### config.mk
export PLATFORM = sky130hd
export DESIGN_NAME = ysyx_22040895_mdu
export DESIGN_NICKNAME = d
export VERILOG_FILES = /design/src/rtl/ysyx_22040895_mdu.sv
export SDC_FILE = /design/constraint.sdc
export NUM_CORES = 2
export LEC_CHECK = 0
export ABC_AREA = 1
export CORE_MARGIN = 5
export CORE_UTILIZATION = 60
export DETAILED_ROUTE_END_ITERATION = 10
export GPL_TIMING_DRIVEN = 0
export PLACE_DENSITY = 0.75
export SYNTH_ARGS = -nofsm -noshare
export SYNTH_HDL_FRONTEND = slang
export SYNTH_SLANG_ARGS = --single-unit
### constraint.sdc
create_clock -name clk -period 24.8 [get_ports clk]
set_input_delay 3.72 -clock clk [delete_from_list [all_inputs] [get_ports clk]]
set_output_delay 3.72 -clock clk [all_outputs]
set_load 0.05 [all_outputs]
### src/rtl/ysyx_22040895_mdu.sv
// Iterative RV64M/RV32M multiply/divide unit for the execute stage.
// Radix-2 shift-add multiply, restoring divide; special cases finish at accept.
module ysyx_22040895_mdu #(
    parameter int XLEN = 64
) (
    input  logic            clk,
    input  logic            rst,
    input  logic            valid_i,
    output logic            ready_o,
    input  logic [3:0]      mduop_i,
    input  logic [XLEN-1:0] op1_i,
    input  logic [XLEN-1:0] op2_i,
    input  logic            flush_i,
    output logic            valid_o,
    input  logic            ready_i,
    output logic [XLEN-1:0] result_o,
    output logic            busy_o
);
    localparam int CW = $clog2(XLEN + 1);
    localparam logic [XLEN-1:0] MOST_NEG = {1'b1, {(XLEN-1){1'b0}}};

    typedef enum logic [1:0] {IDLE, CALC, DONE} state_t;
    state_t state, state_nxt;

    // Operation decode
    logic op_illegal, op_w, op_mul, op_hi, op_rem, sgn1, sgn2;
    always_comb begin
        op_illegal = 1'b0;
        op_w       = 1'b0;
        op_mul     = 1'b0;
        op_hi      = 1'b0;
        op_rem     = 1'b0;
        sgn1       = 1'b0;
        sgn2       = 1'b0;
        case (mduop_i)
            4'd0:  begin op_mul = 1'b1; sgn1 = 1'b1; sgn2 = 1'b1; end
            4'd1:  begin op_mul = 1'b1; op_hi = 1'b1; sgn1 = 1'b1; sgn2 = 1'b1; end
            4'd2:  begin op_mul = 1'b1; op_hi = 1'b1; sgn1 = 1'b1; end
            4'd3:  begin op_mul = 1'b1; op_hi = 1'b1; end
            4'd4:  begin sgn1 = 1'b1; sgn2 = 1'b1; end
            4'd5:  ;
            4'd6:  begin op_rem = 1'b1; sgn1 = 1'b1; sgn2 = 1'b1; end
            4'd7:  op_rem = 1'b1;
            4'd8:  begin op_w = 1'b1; op_mul = 1'b1; sgn1 = 1'b1; sgn2 = 1'b1; end
            4'd9:  begin op_w = 1'b1; sgn1 = 1'b1; sgn2 = 1'b1; end
            4'd10: op_w = 1'b1;
            4'd11: begin op_w = 1'b1; op_rem = 1'b1; sgn1 = 1'b1; sgn2 = 1'b1; end
            4'd12: begin op_w = 1'b1; op_rem = 1'b1; end
            default: op_illegal = 1'b1;
        endcase
        if (XLEN == 32 && op_w) begin
            op_illegal = 1'b1;
            op_w       = 1'b0;
        end
    end

    // Operand preparation: width/sign extension, then magnitudes
    logic [XLEN-1:0] ext1, ext2, mag1, mag2;
    logic            neg1, neg2;
    always_comb begin
        ext1 = op1_i;
        ext2 = op2_i;
        if (op_w) begin
            ext1 = sgn1 ? XLEN'($signed(op1_i[31:0])) : XLEN'(op1_i[31:0]);
            ext2 = sgn2 ? XLEN'($signed(op2_i[31:0])) : XLEN'(op2_i[31:0]);
        end
        neg1 = sgn1 & ext1[XLEN-1];
        neg2 = sgn2 & ext2[XLEN-1];
        mag1 = neg1 ? -ext1 : ext1;
        mag2 = neg2 ? -ext2 : ext2;
    end

    // Divide-by-zero and signed overflow, compared at the operation's width
    logic            div0, ovf, spec_hit;
    logic [XLEN-1:0] dvd_w, spec_val;
    always_comb begin
        dvd_w    = op_w ? XLEN'($signed(op1_i[31:0])) : op1_i;
        div0     = op_w ? (op2_i[31:0] == 32'd0) : (op2_i == '0);
        ovf      = sgn1 & (op_w ? (op1_i[31:0] == 32'h8000_0000 && op2_i[31:0] == 32'hFFFF_FFFF)
                                : (op1_i == MOST_NEG && op2_i == '1));
        spec_hit = 1'b0;
        spec_val = '0;
        if (!op_illegal && !op_mul) begin
            if (div0) begin
                spec_hit = 1'b1;
                spec_val = op_rem ? dvd_w : '1;
            end else if (ovf) begin
                spec_hit = 1'b1;
                spec_val = op_rem ? '0 : dvd_w;
            end
        end
    end

    logic            accept, last_iter;
    logic [CW-1:0]   cnt;
    logic            w_r, mul_r, hi_r, rem_r, negq_r, negr_r;

    assign accept    = (state == IDLE) && valid_i && !flush_i;
    assign last_iter = cnt == (w_r ? CW'(31) : CW'(XLEN - 1));

    always_ff @(posedge clk or posedge rst) begin
        if (rst) state <= IDLE;
        else     state <= state_nxt;
    end

    always_comb begin
        state_nxt = state;
        case (state)
            IDLE:    if (accept) state_nxt = (spec_hit || op_illegal) ? DONE : CALC;
            CALC:    if (last_iter) state_nxt = DONE;
            DONE:    if (ready_i) state_nxt = IDLE;
            default: state_nxt = IDLE;
        endcase
        if (flush_i) state_nxt = IDLE;
    end

    assign ready_o = (state == IDLE);
    assign valid_o = (state == DONE);
    assign busy_o  = (state == CALC) || (state == DONE);

    // Iteration datapath; the result is formed from post-iteration values so
    // the last iteration and the sign fix-up share the CALC->DONE edge.
    logic [2*XLEN-1:0] prod, mcand, prod_nxt, prod_s;
    logic [XLEN-1:0]   mplier, quo, rmd, dvsr;
    logic [XLEN-1:0]   quo_nxt, rmd_nxt, quo_s, rmd_s, raw, final_val, result_r;
    logic [XLEN:0]     shifted;
    logic              ge;
    always_comb begin
        prod_nxt = mplier[0] ? prod + mcand : prod;
        shifted  = {rmd, quo[XLEN-1]};
        ge       = shifted >= {1'b0, dvsr};
        rmd_nxt  = ge ? XLEN'(shifted - {1'b0, dvsr}) : shifted[XLEN-1:0];
        quo_nxt  = {quo[XLEN-2:0], ge};
        prod_s   = negq_r ? -prod_nxt : prod_nxt;
        quo_s    = negq_r ? -quo_nxt : quo_nxt;
        rmd_s    = negr_r ? -rmd_nxt : rmd_nxt;
        if (mul_r) raw = hi_r ? prod_s[2*XLEN-1:XLEN] : prod_s[XLEN-1:0];
        else       raw = rem_r ? rmd_s : quo_s;
        final_val = w_r ? XLEN'($signed(raw[31:0])) : raw;
    end

    always_ff @(posedge clk or posedge rst) begin
        if (rst) begin
            cnt      <= '0;
            w_r      <= 1'b0;
            mul_r    <= 1'b0;
            hi_r     <= 1'b0;
            rem_r    <= 1'b0;
            negq_r   <= 1'b0;
            negr_r   <= 1'b0;
            prod     <= '0;
            mcand    <= '0;
            mplier   <= '0;
            rmd      <= '0;
            quo      <= '0;
            dvsr     <= '0;
            result_r <= '0;
        end else if (accept) begin
            cnt    <= '0;
            w_r    <= op_w;
            mul_r  <= op_mul;
            hi_r   <= op_hi;
            rem_r  <= op_rem;
            negq_r <= neg1 ^ neg2;
            negr_r <= neg1;
            prod   <= '0;
            mcand  <= (2*XLEN)'(mag1);
            mplier <= mag2;
            rmd    <= '0;
            // W dividends are left-aligned so 32 iterations consume them fully
            quo    <= op_w ? (mag1 << (XLEN - 32)) : mag1;
            dvsr   <= mag2;
            if (op_illegal || spec_hit) result_r <= spec_val;
        end else if (state == CALC && !flush_i) begin
            cnt    <= cnt + CW'(1);
            prod   <= prod_nxt;
            mcand  <= mcand << 1;
            mplier <= mplier >> 1;
            rmd    <= rmd_nxt;
            quo    <= quo_nxt;
            if (last_iter) result_r <= final_val;
        end
    end

    assign result_o = result_r;

endmodule

==> impl_metrics.env, run 1 <==
export IMPL_place_congestion=1.34
export IMPL_die_y_microns=331
export IMPL_synth_compound_area_frac=0.149
export IMPL_synth_top_family_by_area="simple AND/OR/NAND/NOR gates"
export IMPL_synth_xor_area_frac=0.0117
export IMPL_cts_setup_buffers=0
export IMPL_synth_flop_cell="dfrtp_1"
export IMPL_netlist_cell_type_count=59
export IMPL_synth_cells=11100
export IMPL_numCtsBuffers=71
export IMPL_grt_pass1_wl_microns=502000
export IMPL_synth_nets=11500
export IMPL_placed_cell_area_sq_um=65900
export IMPL_root_buffer="clkbuf_16"
export IMPL_rows=118
export IMPL_first_global_vias=77300
export IMPL_clk_path_buf_depth=3
export IMPL_yosysWarnings=0
export IMPL_synthMuxAreaShare=0
export IMPL_ys_async_sr_fraction=1.00
export IMPL_holdBufCountCts=0
export IMPL_error_line="[ERROR GRT-0116] Global routing finished with congestion. Check the congestion regions in the DRC Viewer."
export IMPL_yosys_area_share_simple=0.411
export IMPL_synth_edf_count=0
export IMPL_pin_count=204
export IMPL_start_util=0.601
export IMPL_htree_num_levels=3
export IMPL_synth_fa_ha_area_frac=0.0412
export IMPL_hpwl_microns=268000
export IMPL_port_buffers=203
export IMPL_syn_area_sq_um=62000
export IMPL_syn_area_per_cell_sq_um=5.57
export IMPL_die_width_microns=331
export IMPL_status="aborted with a tool error"
export IMPL_grt_max_degree=143
export IMPL_grt_ovfl_total=34
export IMPL_grt_usage=0.608
export IMPL_ys_ff_latch=591
export IMPL_cts_resized=0
export IMPL_clock_sinks=591
export IMPL_failed_stage="global routing"
export IMPL_ys_seq_area_frac=0.239
cells by family after synthesis:
family / after synthesis
xor gates and xnor gates: 83
AOI/OAI and AO/OA: 1664
adders and majority gates: 203
buffers and inverters: 2406
and+or+nand+nor: 6177
DFF: 591
per-layer routing:
metal / GRT usage / GRT overflow
met1: 0.620 / 0
met2: 0.846 / 24
met3: 0.333 / 1
met4: 0.635 / 9
met5: 0.0517 / 0
Yosys cell counts, types with 5 or more instances:
master	instances	area (sq um)
a211oi_1	9	67.6
a21o_1	7	52.6
a21oi_1	528	2640
a21oi_2	5	43.8
a221o_1	11	110
a22oi_1	21	158
a31oi_1	47	294
and2_1	6	37.5
buf_1	58	218
buf_2	39	195
buf_6	11	124
clkbuf_1	223	837
clkinv_1	5	18.8
dfrtp_1	591	14800
ha_1	201	2510
inv_1	2046	7680
inv_2	18	67.6
nand2_1	3765	14100
nand2_2	32	200
nand3_1	777	3890
nand3_2	7	70.1
nand3b_1	42	315
nand4_1	140	876
nor2_1	1141	4280
nor2_2	39	244
nor2_4	13	146
nor3_1	119	596
nor4_1	53	332
o211ai_1	43	323
o21a_1	6	45.0
o21ai_0	683	3420
o21ai_1	15	75.1
o21ai_2	19	166
o21bai_1	20	150
o221ai_1	27	236
o22ai_1	203	1270
o31ai_1	11	82.6
or2_2	23	144
xnor2_1	22	193
xor2_1	61	534
metrics by stage:
stage | hold slack (ns) | util | setup slack, ns | instances
CTS | 0.490 | 0.662 | 15.65 | 12800
global placement | 0.464 | 0.638 | -2.49 | 12700
detailed placement | 0.476 | 0.639 | 14.98 | 12700
floorplan | 0.444 | - | 4.54 | 11100
==> run 2: changes to the inputs <==
Settings changed: CORE_UTILIZATION 60 to 40, PLACE_DENSITY 0.75 to default, PLACE_DENSITY_LB_ADDON from default to 0.15.
==> run 2 against run 1 <==
  * The flow now finishes, with violations (capacitance limit, slew limit)
  * Synthesized cell count is the same
  * Synthesized area unchanged
==> impl_metrics.env, run 2 <==
export IMPL_status="finished with violations"
export IMPL_violations="capacitance limit, slew limit"
export IMPL_clk_pin_slew_worst_paths_ns=0.06
export IMPL_start_util=0.402
export IMPL_ant_nets=0
export IMPL_synth_nets=11500
export IMPL_syn2layout_area_growth_pct=12.3
export IMPL_synth_top_area_cell="dfrtp_1"
export IMPL_cts_setup_buffers=0
export IMPL_seqCellArea_sq_um=14800
export IMPL_first_global_vias=73400
export IMPL_yosysWarnings=0
export IMPL_wl_per_cell_microns=29.3
export IMPL_dp_slack_ns=13.90
export IMPL_hold_violations=0
export IMPL_top_regs="mcand x128, prod x128"
export IMPL_drt_wl_total_microns=397000
export IMPL_avgViaCountPerCell=5.79
export IMPL_die_y_microns=404
export IMPL_grt_ovfl_total=0
export IMPL_fin_hold_ws_ns=0.486
export IMPL_min_period_ns=10.98
export IMPL_numCtsBuffers=79
export IMPL_die_width_microns=404
export IMPL_clk_path_buf_depth=3
export IMPL_drv_slew=71
export IMPL_cellPowerDensity_nw_per_um2=183
export IMPL_synth_most_common_cell="nand2_1"
export IMPL_dr_first_iter_drc_count=9569
export IMPL_fill_cells=17300
export IMPL_max_slew_margin=-0.110
export IMPL_p_leak_nw=36.9
export IMPL_crit_end="result_o[56]$_DFFE_PP0P_"
export IMPL_fmaxAchievable_mhz=91.1
export IMPL_core_area_sq_um=154000
export IMPL_hp_class="flip-flop to flip-flop"
export IMPL_die_area_sq_um=163000
export IMPL_layout_commonest_cell="nand2_1"
export IMPL_pin_count=204
export IMPL_grt_usage=0.468
export IMPL_fin_ws_ns=13.82
export IMPL_fin_setup_tns_ns=0
export IMPL_synth_cells=11100
export IMPL_fin_crit_sh=0.443
export IMPL_drtPass1Iterations=9
export IMPL_htree_num_levels=3
export IMPL_antenna_found_initial=32
export IMPL_yosys_area_top_type_share=0.239
export IMPL_grt_max_degree=118
export IMPL_rows=144
export IMPL_cp_required_ns=25.44
export IMPL_drv_cap=8
export IMPL_whs_path_depth=2
export IMPL_timing_rr_start="rmd[60]$_DFFE_PP0P_"
export IMPL_vias=78500
export IMPL_cts_resized=0
export IMPL_crit_path_start_kind="input port"
export IMPL_cts_tree="yes"
export IMPL_synth_common_cells="nand2_1, inv_1, nor2_1"
export IMPL_crit_path_start="op1_i[0]"
export IMPL_nets=11800
export IMPL_post_route_drc_count=0
export IMPL_arrival_ns=11.61
export IMPL_layout_drive_gt1_share=0.0328
export IMPL_holdBufCountCts=0
export IMPL_skew_ns=0.0366
export IMPL_placed_cell_area_sq_um=66800
export IMPL_slowest_delay_ns=1.21
export IMPL_endpoint_kind="flip-flop"
export IMPL_root_buffer="clkbuf_16"
export IMPL_syn_area_per_cell_sq_um=5.57
export IMPL_place_congestion=1.14
export IMPL_r2r_end="result_o[44]$_DFFE_PP0P_"
export IMPL_ys_seq_area_frac=0.239
export IMPL_ys_async_sr_fraction=1.00
export IMPL_port_buffers=203
export IMPL_ff2ff_path_depth=34
export IMPL_synth_flop_cell="dfrtp_1"
export IMPL_synth_area_leaders="dfrtp_1, nand2_1, inv_1, nor2_1, nand3_1"
export IMPL_r2r_slack_ns=16.63
export IMPL_clk_latency_ns=0.75
export IMPL_crit_fanout=10
export IMPL_vdd_drop_max_mv=0.140
export IMPL_grt_pass1_wl_microns=540000
export IMPL_worst_slew_pin_transition_ns=1.67
export IMPL_path_cells="clkdlybuf4s50_1 > inv_1 > ha_1 > nand4_1 > nor3_1 > nand3_1 > nor2_1 > nand3_1 > o41ai_1 > nand3b_1 > nand2_1 > nand2_1 > nand2_1 > inv_1 > o22ai_2 > clkbuf_1 > clkbuf_1 > nor2_1 > a21oi_1"
export IMPL_final_cell_mix="nand2_1, inv_1, nor2_1"
export IMPL_crit_type="input port to flip-flop"
export IMPL_syn_area_sq_um=62000
export IMPL_cp_slowest_cell="o41ai_1"
export IMPL_path_common_cell="nand2_1"
export IMPL_ys_ff_latch=591
export IMPL_netlist_cell_type_count=59
export IMPL_multi_input_area_sq_um=38000
export IMPL_finalSetupViolations=0
export IMPL_hpwl_microns=333000
export IMPL_clock_sinks=591
export IMPL_synth_edf_count=0
export IMPL_final_area_sq_um=69600
export IMPL_grt_setup_unrepaired="false"
## run 2: cell counts after synthesis
No cell type changed its count.
## run 2: final cells by class
| type | count | area share |
|---|---|---|
| Antenna cell | 25 | 0.000899 |
| Buffer | 337 | 0.0211 |
| Clock buffer | 106 | 0.0323 |
| Clock inverter | 36 | 0.00660 |
| Inverter | 2069 | 0.112 |
| Multi-Input combinational cell | 8127 | 0.546 |
| Sequential cell | 591 | 0.213 |
| Tap cell | 2044 | 0.0367 |
| Timing Repair Buffer | 213 | 0.0323 |
## run 2: cells by family (layout without fill, tap and decap cells)
group,Yosys count,count (layout),share of synthesized area
AOI/OAI and AO/OA,1664,1664,0.149
adders and majority gates,203,203,0.0412
DFF,591,591,0.239
and+or+nand+nor,6177,6177,0.411
buffers and inverters,2406,2761,0.149
xor gates and xnor gates,83,83,0.0117
other,0,25,0
## run 2: worst max-delay path, delay by kind of cell
| family | cells | cell delay (ns) |
|---|---|---|
| simple gates | 10 | 2.37 |
| fa+ha+maj | 1 | 0.29 |
| buf+inv | 5 | 3.03 |
| compound gates | 3 | 2.17 |
## run 2: worst min path at each step
stage,end,slack [ns],from
after global placement,mplier[63]$_DFFE_PP0P_,0.46,mplier[63]$_DFFE_PP0P_
final,mplier[63]$_DFFE_PP0P_,0.49,mplier[63]$_DFFE_PP0P_
after floorplan,mplier[63]$_DFFE_PP0P_,0.44,mplier[63]$_DFFE_PP0P_
after global routing,mplier[63]$_DFFE_PP0P_,0.52,mplier[63]$_DFFE_PP0P_
after CTS,mplier[63]$_DFFE_PP0P_,0.49,mplier[63]$_DFFE_PP0P_
after detailed placement,mplier[63]$_DFFE_PP0P_,0.47,mplier[63]$_DFFE_PP0P_
## run 2: routing by layer
metal | share of wire | global-route usage
met4 | 0.13 | 0.487
met1 | 0.34 | 0.493
met3 | 0.096 | 0.118
met2 | 0.44 | 0.740
met5 | 0.00013 | 0
## run 2: per-stage QoR
stage	power (mW)	std cells	utilization
detailed placement	11.0	13400	0.433
global route	13.3	13500	0.451
floorplan	7.27	11100	-
finish	12.8	13500	0.452
CTS	12.2	13500	0.451
global placement	10.9	13400	0.432
## run 2: power by group
group          switching [mW]  internal (mW)
combinational            7.27           2.41
clock                   0.534          0.723
sequential              0.456           1.36
No activity file was read; power rests on OpenSTA's default activity.
